`src/rtl/sdram_pkg.sv`:
```
// Shared definitions for the multi-port SDRAM front end: FSM encoding,
// arbitration mode constants and defaults.
package sdram_pkg;

  typedef enum logic [1:0] {
    StIdle,
    StStb,
    StAck,
    StDone
  } state_e;

  localparam int unsigned ARB_RR    = 0;
  localparam int unsigned ARB_FIXED = 1;

  localparam logic [31:0] ERR_DATA_DEFAULT = 32'hDEADBEEF;

  // Index width that stays legal for a single port.
  function automatic int unsigned idx_width(int unsigned n);
    return (n > 1) ? $clog2(n) : 1;
  endfunction

endpackage

```
`src/rtl/rr_arbiter.sv`:
```
// Combinational grant selection: round-robin after last_grant, or fixed
// priority with port 0 highest.
module rr_arbiter
  import sdram_pkg::*;
#(
  parameter int unsigned NPORTS = 2,
  parameter int unsigned MODE   = ARB_RR,
  localparam int unsigned IW    = idx_width(NPORTS)
) (
  input  logic [NPORTS-1:0] req,
  input  logic [IW-1:0]     last_grant,
  output logic [NPORTS-1:0] grant,
  output logic [IW-1:0]     grant_idx
);

  logic [NPORTS-1:0] higher;
  logic [NPORTS-1:0] masked;
  logic [NPORTS-1:0] pick;

  always_comb begin
    higher = '0;
    for (int i = 0; i < int'(NPORTS); i++) begin
      higher[i] = (i > int'(last_grant));
    end
    masked = req & higher;
    // Requesters above last_grant win first; otherwise wrap to the lowest.
    pick = ((MODE == ARB_RR) && (|masked)) ? masked : req;

    grant_idx = '0;
    for (int i = int'(NPORTS) - 1; i >= 0; i--) begin
      if (pick[i]) grant_idx = IW'(i);
    end

    grant = '0;
    for (int i = 0; i < int'(NPORTS); i++) begin
      grant[i] = (|req) && (grant_idx == IW'(i));
    end
  end

endmodule

```
`src/rtl/sdram_mport.sv`:
```
// Arbitrates several native memory buses onto one pipelined Wishbone master,
// single-beat transfers with a watchdog that aborts stuck slaves.
module sdram_mport
  import sdram_pkg::*;
#(
  parameter int unsigned NPORTS   = 2,
  parameter int unsigned AW       = 19,
  parameter int unsigned ARB_MODE = ARB_RR,
  parameter int unsigned TIMEOUT  = 255,
  parameter logic [31:0] ERR_DATA = ERR_DATA_DEFAULT
) (
  input  logic                   clk,
  input  logic                   reset,
  input  logic [NPORTS-1:0]      mem_valid,
  input  logic [4*NPORTS-1:0]    mem_wstrb,
  input  logic [32*NPORTS-1:0]   mem_addr,
  input  logic [32*NPORTS-1:0]   mem_wdata,
  output logic [NPORTS-1:0]      mem_ready,
  output logic [31:0]            mem_rdata,
  output logic [NPORTS-1:0]      timeout_err,
  output logic                   wb_cyc,
  output logic                   wb_stb,
  output logic                   wb_we,
  output logic [AW-1:0]          wb_addr,
  output logic [31:0]            wb_odata,
  output logic [3:0]             wb_sel,
  input  logic                   wb_ack,
  input  logic                   wb_stall,
  input  logic [31:0]            wb_idata
);

  localparam int unsigned IW = idx_width(NPORTS);

  state_e            state;
  logic [NPORTS-1:0] gnt;
  logic [NPORTS-1:0] grant_q;
  logic [IW-1:0]     gnt_idx;
  logic [IW-1:0]     gidx_q;
  logic [IW-1:0]     last_grant;
  logic [31:0]       wd_cnt;
  logic              expire;

  logic [AW-1:0]     sel_addr;
  logic [31:0]       sel_wdata;
  logic [3:0]        sel_wstrb;

  // Byte-lane bits and bits above the word address are not forwarded.
  logic unused_addr;
  assign unused_addr = ^mem_addr;

  rr_arbiter #(
    .NPORTS(NPORTS),
    .MODE  (ARB_MODE)
  ) u_arb (
    .req       (mem_valid),
    .last_grant(last_grant),
    .grant     (gnt),
    .grant_idx (gnt_idx)
  );

  always_comb begin
    sel_addr  = '0;
    sel_wdata = '0;
    sel_wstrb = '0;
    for (int i = 0; i < int'(NPORTS); i++) begin
      if (gnt[i]) begin
        sel_addr  = mem_addr[i*32+2 +: AW];
        sel_wdata = mem_wdata[i*32 +: 32];
        sel_wstrb = mem_wstrb[i*4 +: 4];
      end
    end
  end

  assign expire = (TIMEOUT != 0) && ((wd_cnt + 32'd1) == TIMEOUT);

  always_ff @(posedge clk) begin
    if (reset) begin
      state       <= StIdle;
      last_grant  <= IW'(NPORTS - 1);
      grant_q     <= '0;
      gidx_q      <= '0;
      wd_cnt      <= '0;
      mem_ready   <= '0;
      timeout_err <= '0;
      mem_rdata   <= '0;
      wb_cyc      <= 1'b0;
      wb_stb      <= 1'b0;
      wb_we       <= 1'b0;
      wb_addr     <= '0;
      wb_odata    <= '0;
      wb_sel      <= '0;
    end else begin
      mem_ready   <= '0;
      timeout_err <= '0;
      unique case (state)
        StIdle: begin
          if (|mem_valid) begin
            grant_q  <= gnt;
            gidx_q   <= gnt_idx;
            wb_addr  <= sel_addr;
            wb_odata <= sel_wdata;
            wb_we    <= |sel_wstrb;
            wb_sel   <= (|sel_wstrb) ? sel_wstrb : 4'hF;
            wb_cyc   <= 1'b1;
            wb_stb   <= 1'b1;
            wd_cnt   <= '0;
            state    <= StStb;
          end
        end
        StStb: begin
          wd_cnt <= wd_cnt + 32'd1;
          if (!wb_stall && wb_ack) begin
            wb_cyc    <= 1'b0;
            wb_stb    <= 1'b0;
            mem_rdata <= wb_idata;
            mem_ready <= grant_q;
            state     <= StDone;
          end else if (expire) begin
            wb_cyc      <= 1'b0;
            wb_stb      <= 1'b0;
            mem_rdata   <= ERR_DATA;
            mem_ready   <= grant_q;
            timeout_err <= grant_q;
            state       <= StDone;
          end else if (!wb_stall) begin
            wb_stb <= 1'b0;
            state  <= StAck;
          end
        end
        StAck: begin
          wd_cnt <= wd_cnt + 32'd1;
          if (wb_ack) begin
            wb_cyc    <= 1'b0;
            mem_rdata <= wb_idata;
            mem_ready <= grant_q;
            state     <= StDone;
          end else if (expire) begin
            wb_cyc      <= 1'b0;
            mem_rdata   <= ERR_DATA;
            mem_ready   <= grant_q;
            timeout_err <= grant_q;
            state       <= StDone;
          end
        end
        StDone: begin
          // One dead cycle lets the master drop mem_valid before re-arbitration.
          last_grant <= gidx_q;
          state      <= StIdle;
        end
        default: state <= StIdle;
      endcase
    end
  end

endmodule

```
`config.mk`:
```
export PLATFORM = sky130hd
export DESIGN_NAME = sdram_mport
export DESIGN_NICKNAME = d
export VERILOG_FILES = /design/src/rtl/sdram_pkg.sv /design/src/rtl/rr_arbiter.sv /design/src/rtl/sdram_mport.sv
export SDC_FILE = /design/constraint.sdc
export NUM_CORES = 1
export LEC_CHECK = 0
export ABC_CLOCK_PERIOD_IN_PS = 3430
export CAP_MARGIN = 0
export CORE_ASPECT_RATIO = 1.5
export CORE_UTILIZATION = 40
export DETAILED_ROUTE_END_ITERATION = 8
export GPL_ROUTABILITY_DRIVEN = 0
export PLACE_DENSITY = 0.85
export SYNTH_ARGS = -nofsm -noshare
export SYNTH_HDL_FRONTEND = slang
export SYNTH_SLANG_ARGS = --single-unit
```
`constraint.sdc`:
```
create_clock -name clk -period 3.43 [get_ports clk]
set_input_delay 0.5145 -clock clk [delete_from_list [all_inputs] [get_ports clk]]
set_output_delay 0.5145 -clock clk [all_outputs]
set_load 0.05 [all_outputs]
```
==> metrics.txt, run 1 <==
CP startpoint wd_cnt[13]; area leader, netlist dfxtp_1; unrepaired setup endpoints after global routing false; Via density around 5.7; Static Leakage approximately 0.0037 µW; Critical Path RT between 3000 and 4000 ps; ranking of synthesized cells by area dfxtp_1 39%, nor2_1 6.3%, mux2i_1 6.2%; R2R Path Start wd_cnt[13]; H-tree depth 4; fin crit share 94.0%; dpl hpwl between 15000 and 20000 µm; worst hold-check path type reg2reg; Yosys cell types 64; Yosys top cell area share 38.7%; Seq/Total Area, Yosys 38.7%; Clock Skew between 10 and 15 ps; Slew headroom approximately 39%; Post-synth ARST share 0%; area post-placement 9480 µm²; Initial DRT Pass Iterations 5; vias after detailed routing 7194; DRT Wirelength roughly 22000 µm; Final Max Tran Viols 0; CP Capture Type flip-flop; grt ovf 0; crit path DAT 3530 ps; hold path cells 2; sequence of cells on the critical path nand4_2 -> or3_1 -> or4_1 -> nor3_2 -> o21ai_1 -> nor4_4 -> buf_12 -> o21ai_2 -> a32o_1; Remaining DRCs 0; Slew @ Worst Pin between 900 and 1000 ps; setup_tns 0 ps; max_cap viols 0; met1 wire length roughly 8400 µm; initial antenna violation count 0; DRT iter0 DRCs around 560; Top FF cell, synth dfxtp_1; Num CTS Buffers 17; routed len/inst ~17 µm; metal2 WL between 10000 and 15000 µm; Synth-to-Final Area Change 46.8%; Top Layer Used met4; Syn Area/Cell ~8.4 µm²; Max Freq ~310 MHz; Post-DRT Antenna Nets 0; R2R Setup Slk about 200 ps; Final Cell Area roughly 10000 µm²; Clock Latency Late Sink about 420 ps; Final nets about 1200; Tmin final between 3000 and 4000 ps; critical path's largest stage delay ~660 ps; HP Start gidx_q; crit path kind reg2reg; Syn Std Cell Area between 6000 and 7000 µm²; layout cells sized above 1 9.48%; TritonCTS clock tree yes; cts repair resizes 0; worst-case reg-to-reg path depth 9; Starting Density about two fifths; clock root cell clkbuf_16; Post-CTS Hold Buffers 0; met3 routed WL 1640 µm; Cell Pwr Density between 700 and 800 nW/µm²; worst vdd ir approximately 0.54 mV; Die H roughly 160 µm; number of flops mapped to enable cells by yosys 0; Cell Rows slightly below 60; IO buf count between 200 and 250; worst reg2reg endpoint mem_rdata[29]; FF+latch count, synth between 100 and 150; Worst Hold End gidx_q; CP startpoint kind flip-flop; # setup viols final 0; Setup Fix Bufs, Post-CTS 0; outcome finished clean; area of the die 17600 µm²; CTS sink cnt around 130; largest net degree at the start of global routing 82; clock slew at reported path FFs around 60 ps; Ys Warns 0; worst-path fanout max 29; die width ~110 µm; number of global-route vias before repair 6817; ant diodes 0; first-pass GRT wire length 34000 µm; Final Hold Viols 0; Worst path slowest cell or4_1; fill count between 1000 and 1500; post-synthesis cell count just over 800; Syn Nets about 1000; top-level I/O count between 200 and 300; Total GRT Usage roughly 25%; Clock Path Buffers 2; core box area between 15000 and 20000 µm²
## per-layer routing
metal,vias to the layer above,GRT usage (%)
met4,0,11.4
met5,-,0
li1,3444,-
met3,65,6.74
met1,3323,27.8
met2,362,43.0
## synthesized netlist by cell type (4+ instances only)
master and n:
a311oi_1 7, a21o_1 8, a21boi_0 20, mux2i_1 42, a21oi_1 41, xnor2_1 8
buf_2 7, o21ai_0 33, o31ai_1 4, nand2b_1 8, a211oi_1 43, a22oi_1 11
a32o_1 10, xor2_1 4, nor4_1 14, nand2_1 53, nand4_1 14, dfxtp_1 132
nor3_1 14, nand3_1 17, a22o_1 11, nor3b_1 9, or3_1 9, o221a_2 21
inv_1 12, clkbuf_1 65, nor2_1 115, o21ai_1 5, o21a_1 18, ha_1 6
and3_1 7
## stage by stage
step	setup slack, ps	power [µW]	hold slack [ps]	utilization [%]	cells
2_1_floorplan	456	4330	434	-	818
3_3_place_gp	359	5430	444	56.6	1222
3_5_place_dp	290	5510	455	56.6	1222
4_1_cts	266	7210	465	59.8	1254
5_1_grt	67.8	7560	497	59.8	1254
6_report	204	7190	463	59.8	1254
## cells by family (layout without fill, tap and decap cells)
family | after synthesis | count (layout) | synth area share [%]
mux | 44 | 44 | 6.48
fa+ha+maj | 6 | 6 | 1.10
buf+inv | 89 | 315 | 5.18
xor+xnor | 12 | 12 | 1.54
compound gates | 253 | 253 | 27.2
simple gates | 282 | 282 | 19.8
flops | 132 | 132 | 38.7
## worst max path at each step
stage | to | slack (ps) | cells after the start
2_1_floorplan | wb_cyc | 460 | 13
3_3_place_gp | mem_rdata[17] | 360 | 9
3_5_place_dp | mem_rdata[29] | 290 | 9
4_1_cts | mem_rdata[29] | 270 | 9
5_1_grt | mem_rdata[29] | 70 | 9
6_report | mem_rdata[29] | 200 | 9
## placed cells by master, fill, tap and decap left out, types with 18 or more instances in the layout
cell type,synthesis,layout
o221a_2,21,21
nor2_1,115,114
a21oi_1,41,41
mux2i_1,42,42
a21boi_0,20,20
dfxtp_1,132,132
clkdlybuf4s50_1,0,240
nand2_1,53,53
o21ai_0,33,33
a211oi_1,43,43
buf_4,1,27
o21a_1,18,18
## final cells by class
class	count	area [µm²]	share of cell area (%)
multi-input cells	597	3860	38.5
clock buffers	18	429	4.28
repair buffers	270	2670	26.6
well taps	210	263	2.62
clock inverters	14	119	1.18
flip-flops and latches	132	2640	26.3
inverters	13	48.8	0.486
## registers in the layout (all words and copies together) (netlist names), 2 cells and up
signal / cells
wb_odata: 32
wb_addr: 19
wb_sel: 4
timeout_err: 2
mem_rdata: 32
state: 2
mem_ready: 2
grant_q: 2
wd_cnt: 32
## worst max-delay path: cells and delay by family, from the launching register on
family / cells / cell delay [ps]
buffers and inverters: 1 / 230
flip-flops: 1 / 460
AO/OA/AOI/OAI: 3 / 560
AND/OR/NAND/NOR: 5 / 1850
## power by group
| group | leakage [µW] | internal, µW | total (µW) | switching, µW |
|---|---|---|---|---|
| combinational | 0.00232 | 1190 | 3450 | 2250 |
| sequential | 0.00108 | 1840 | 2040 | 200 |
| clock | 0.000275 | 948 | 1700 | 753 |
| total | 0.00368 | 3980 | 7190 | 3210 |
(Power assumes the default switching activity.)
==> run 2, diff against run 1 <==
- CORE_MARGIN: unset -> 1
- DONT_BUFFER_PORTS: unset -> 1
- PLACE_DENSITY: 0.85 -> 0.65
==> run 2 against run 1 <==
Compared with the run above: cell count down 19%; sequential share of layout area up 8.2 points; combinational power down 51%; utilization down 14 points; total power down 8.7%; sequential power up 50%; first-iteration DRC count down 23%; clock power up 7%; worst hold slack worse by 300 ps; worst setup slack better by 89 ps; clock skew up 1.4 ps; critical path depth unchanged; largest cell class unchanged.
==> metrics.txt, run 2 (same netlist as run 1, synthesis figures left out) <==
# setup viols final 0 (unchanged); Critical Path RT 3730 ps (about the same); Starting Density 40.8% (unchanged); die width 109 µm (unchanged); routed len/inst 19.3 µm (+12%); fin crit share 91.4% (-2.6 points); Clock Skew 13.0 ps (+1.44 ps); top-level I/O count 268 (unchanged); Clock Latency Late Sink 420 ps (about the same); number of global-route vias before repair 5640 (-17%); worst-path fanout max 29 (unchanged); clock root cell clkbuf_16; Cell Pwr Density 859 nW/µm² (+20%); CTS sink cnt 132 (unchanged); Remaining DRCs 0 (unchanged); crit path kind reg2reg; vias after detailed routing 6112 (-15%); Clock Path Buffers 2 (unchanged); unrepaired setup endpoints after global routing false; TritonCTS clock tree yes; commonest non-fill, non-tap cell in the layout dfxtp_1; ant diodes 0 (unchanged); Final nets 969 (-20%); Max Freq 319 MHz (+2.8%); Slew headroom 31.4% (-7.2 points); IO buf count 0 (-100%); Register Area 2640 µm² (unchanged); Post-DRT Antenna Nets 0 (unchanged); fill count 1659 (+16%); first-pass GRT wire length 30200 µm (-11%); critical path's largest stage delay 660 ps (about the same); Tmin final 3140 ps (-88.8 ps); core box area 16800 µm² (unchanged); final core utilization 45.6% (-14 points); final worst slack 293 ps (+88.8 ps); CP Capture Type flip-flop; largest net degree at the start of global routing 99 (+21%); Num CTS Buffers 17 (unchanged); crit path DAT 3440 ps (-90 ps); Worst path slowest cell or4_1; Final Hold Viols 0 (unchanged); Post-CTS Hold Buffers 0 (unchanged); Via density 6.04 (+5.3%); CP startpoint kind flip-flop; Final Max Tran Viols 0 (unchanged); Cell Rows 58 (unchanged); Die H 162 µm (unchanged); Total GRT Usage 22.2% (-2.6 points); worst hold-check path type in2reg; Static Leakage 0.00277 µW (-25%); most frequent cells in the layout 132 x dfxtp_1, 114 x nor2_1, 53 x nand2_1; Slew @ Worst Pin 1020 ps (+107 ps); DRT Wirelength 19500 µm (-9.8%); cts repair resizes 0 (unchanged); top flop regs mem_rdata: 32 flops, wb_odata: 32 flops, wd_cnt: 32 flops; area of the die 17600 µm² (unchanged); dpl ws 329 ps (+39.4 ps); outcome finished clean; sequence of cells on the critical path nand4_2 -> or3_1 -> or4_1 -> nor3_2 -> o21ai_1 -> nor4_4 -> buf_12 -> o21ai_2 -> a32o_1; initial antenna violation count 0 (unchanged); H-tree depth 4 (unchanged); footprint of the multi-input gates 3860 µm² (unchanged); setup_tns 0 ps (unchanged); Initial DRT Pass Iterations 5 (unchanged); DRT iter0 DRCs 428 (-23%); Synth-to-Final Area Change 11.8%; grt ovf 0 (unchanged); Setup Fix Bufs, Post-CTS 0 (unchanged); max_cap viols 0 (unchanged); clock slew at reported path FFs 70 ps (about the same); layout cells sized above 1 12.2% (+2.7 points); dpl hpwl 13800 µm (-13%); worst vdd ir 0.439 mV (-19%)
-- run 2: critical path, delay by kind of cell, from the launching register on --
| kind | cells | cell delay, ps |
|---|---|---|
| AO/OA/AOI/OAI | 3 | 580 |
| flip-flops | 1 | 430 |
| AND/OR/NAND/NOR | 5 | 1780 |
| buffers and inverters | 1 | 230 |
-- run 2: stage by stage --
stage	instances	hold WS [ps]	area (µm²)	power [µW]
2_1_floorplan	818	434	6830	4330
3_3_place_gp	980	437	7050	4750
3_5_place_dp	980	442	7050	4780
4_1_cts	1012	148	7640	6610
5_1_grt	1012	142	7640	6920
6_report	1012	161	7640	6560
-- run 2: power breakdown --
group          total, µW  internal, µW  leakage (µW)  switching, µW
clock               1820          1060      0.000289            761
combinational       1690           603       0.00140           1090
sequential          3050          1840       0.00108           1210
total               6560          3500       0.00277           3060
-- run 2: layout make-up --
class,instances,share of cell area [%]
clock buffer,19,5.93
clock inverter,13,1.77
inverter,13,0.639
multi-input combinational,597,50.6
sequential,132,34.6
tap,210,3.44
timing repair buffer,28,3.08
-- run 2: path summary, 6_finish.rpt --
path | from | end | slack [ps] | cells past startpoint
max | wd_cnt[15] | mem_rdata[14] | 290 | 9
min | reset | wb_odata[18] | 160 | 1
max reg2reg | wd_cnt[15] | mem_rdata[14] | 290 | 9
min reg2reg | grant_q[1] | grant_q[1] | 450 | 2
-- run 2: per-layer routing --
layer | global-route usage (%) | wire length [µm] | vias to the layer above
met5 | 0 | 0 | -
met4 | 10.3 | 579 | 0
met3 | 5.06 | 1190 | 35
met2 | 37.5 | 9690 | 240
met1 | 26.4 | 8040 | 2866
li1 | - | - | 2971
==> run 3, diff against run 2 <==
- REMOVE_ABC_BUFFERS: unset -> 1
==> run 3 against run 2 <==
Compared with the run above: flip-flop and latch count did not move; global-route usage shrank 0.48 points; worst hold slack improved by 15 ps; cell count increased by 0.89%; critical path depth did not move; combinational power up 6%.
==> metrics.txt, run 3 (same netlist as run 1, synthesis figures left out) <==
Switching Share 46.3% (-0.32 points); Critical Path RT 3740 ps (about the same); first-pass GRT wire length 29900 µm (-0.75%); routed len/inst 18.9 µm (-2.1%); layout cells sized above 1 12.9% (+0.65 points); Seq pwr share 45.9% (-0.6 points); area post-placement 7120 µm² (+0.99%); Slew headroom 32.8% (+1.4 points); Clock Path Buffers 2 (unchanged); Final Cell Area 7710 µm² (+0.92%); dpl ws 334 ps (+4.76 ps); final core utilization 46.0% (+0.42 points); Cell Pwr Density 860 nW/µm² (about the same); Max Freq 322 MHz (+0.96%); Pint 3560 µW (+1.6%); fin crit share 90.6% (-0.87 points); Final Max Tran Viols 0 (unchanged); clock share of power 27.2% (-0.6 points); CP startpoint kind flip-flop; area of the die 17600 µm² (unchanged); largest net degree at the start of global routing 99 (unchanged); Remaining DRCs 0 (unchanged); Post-DRT Antenna Nets 0 (unchanged); Slew @ Worst Pin 1000 ps (-20.5 ps); top-level I/O count 268 (unchanged); Non-Filler Instances 1021 (+0.89%); grt ovf 0 (unchanged); Final nets 975 (+0.62%); Clock Latency Late Sink 420 ps (about the same); CP startpoint wd_cnt[13]; crit path DAT 3420 ps (-20 ps); unrepaired setup endpoints after global routing false; setup_tns 0 ps (unchanged); worst-case reg-to-reg path depth 9 (unchanged); TritonCTS clock tree yes; Total GRT Usage 21.8% (-0.48 points); max_cap viols 0 (unchanged); final worst slack 323 ps (+29.7 ps); CP Capture Type flip-flop; commonest non-fill, non-tap cell in the layout dfxtp_1; outcome finished clean; Logic pwr share 26.9% (+1.2 points); Static Leakage 0.00280 µW (+0.95%); core box area 16800 µm² (unchanged); clock root cell clkbuf_16; R2R Setup Slk 320 ps (+30 ps); initial antenna violation count 3 (+3); Synth-to-Final Area Change 12.9%; Via density 5.95 (-1.5%); most frequent cells in the layout 132 x dfxtp_1, 114 x nor2_1, 53 x nand2_1; Placed Instances 986 (+0.61%); Die H 162 µm (unchanged); dpl hpwl 13400 µm (-3.0%); top flop regs mem_rdata: 32 flops, wb_odata: 32 flops, wd_cnt: 32 flops; Clock Skew 9.84 ps (-3.18 ps); H-tree depth 4 (unchanged); DRT Wirelength 19300 µm (-1.3%); Tmin final 3110 ps (-29.7 ps); cts repair resizes 0 (unchanged); DRT iter0 DRCs 294 (-31%); Final Hold Viols 0 (unchanged); R2R Path Start wd_cnt[13]; # setup viols final 0 (unchanged); Initial DRT Pass Iterations 5 (unchanged); Setup Fix Bufs, Post-CTS 0 (unchanged); Post-CTS Hold Buffers 0 (unchanged); NetSw 3070 µW (+0.31%); die width 109 µm (unchanged); vias after detailed routing 6073 (-0.64%); number of global-route vias before repair 5712 (+1.3%); Setup crit end mem_rdata[8]; CTS sink cnt 132 (unchanged); clock slew at reported path FFs 70 ps (about the same); worst reg2reg endpoint mem_rdata[8]; Cell Rows 58 (unchanged); worst-path fanout max 29 (unchanged); Num CTS Buffers 17 (unchanged); worst vdd ir 0.470 mV (+6.9%); crit path kind reg2reg; IO buf count 0 (unchanged); Starting Density 40.8% (unchanged); worst hold-check path type in2reg
[run 3: layout make-up]
cell class | instances | area [µm²]
Fill cell | 1631 | 9050
Tap cell | 210 | 263
Multi-Input combinational cell | 597 | 3860
Inverter | 13 | 48.8
Timing Repair Buffer | 34 | 305
Clock inverter | 14 | 141
Sequential cell | 132 | 2640
Clock buffer | 18 | 439
Antenna cell | 3 | 7.51
[run 3: worst min path at each step]
stage	start	end	slack, ps	cells past startpoint
after global placement	gidx_q	gidx_q	440	2
after detailed placement	gidx_q	gidx_q	460	2
after global routing	reset	wb_odata[1]	150	1
after floorplan	gidx_q	gidx_q	430	2
final	reset	wb_odata[1]	180	1
after CTS	reset	wb_odata[20]	160	1
[run 3: worst max-delay path: stages, from the launching register on]
cell	delay, ps
dfxtp_1	460
nand4_2	190
or3_1	400
or4_1	650
nor3_2	190
o21ai_1	120
nor4_4	330
buf_12	220
o21ai_2	150
a32o_1	290
[run 3: stage by stage]
stage,power [µW],hold WS [ps]
after detailed placement,4860,456
after floorplan,4270,430
final,6630,176
after CTS,6670,159
after global routing,7000,155
after global placement,4830,445
[run 3: power groups by stage]
stage	Clock, µW	Combinational, µW	Sequential [µW]
final	1800	1790	3040
after global routing	1900	2020	3080
after CTS	1830	1790	3040
after detailed placement	0	1790	3070
after global placement	0	1760	3070
after floorplan	0	1290	2980
[run 3: per-layer routing]
layer	vias to the layer above	wire length, µm	GRT usage [%]
met1	2812	7670	25.7
met2	245	9770	36.8
li1	2977	-	-
met3	39	1110	4.94
met5	-	0	0
met4	0	697	10.3
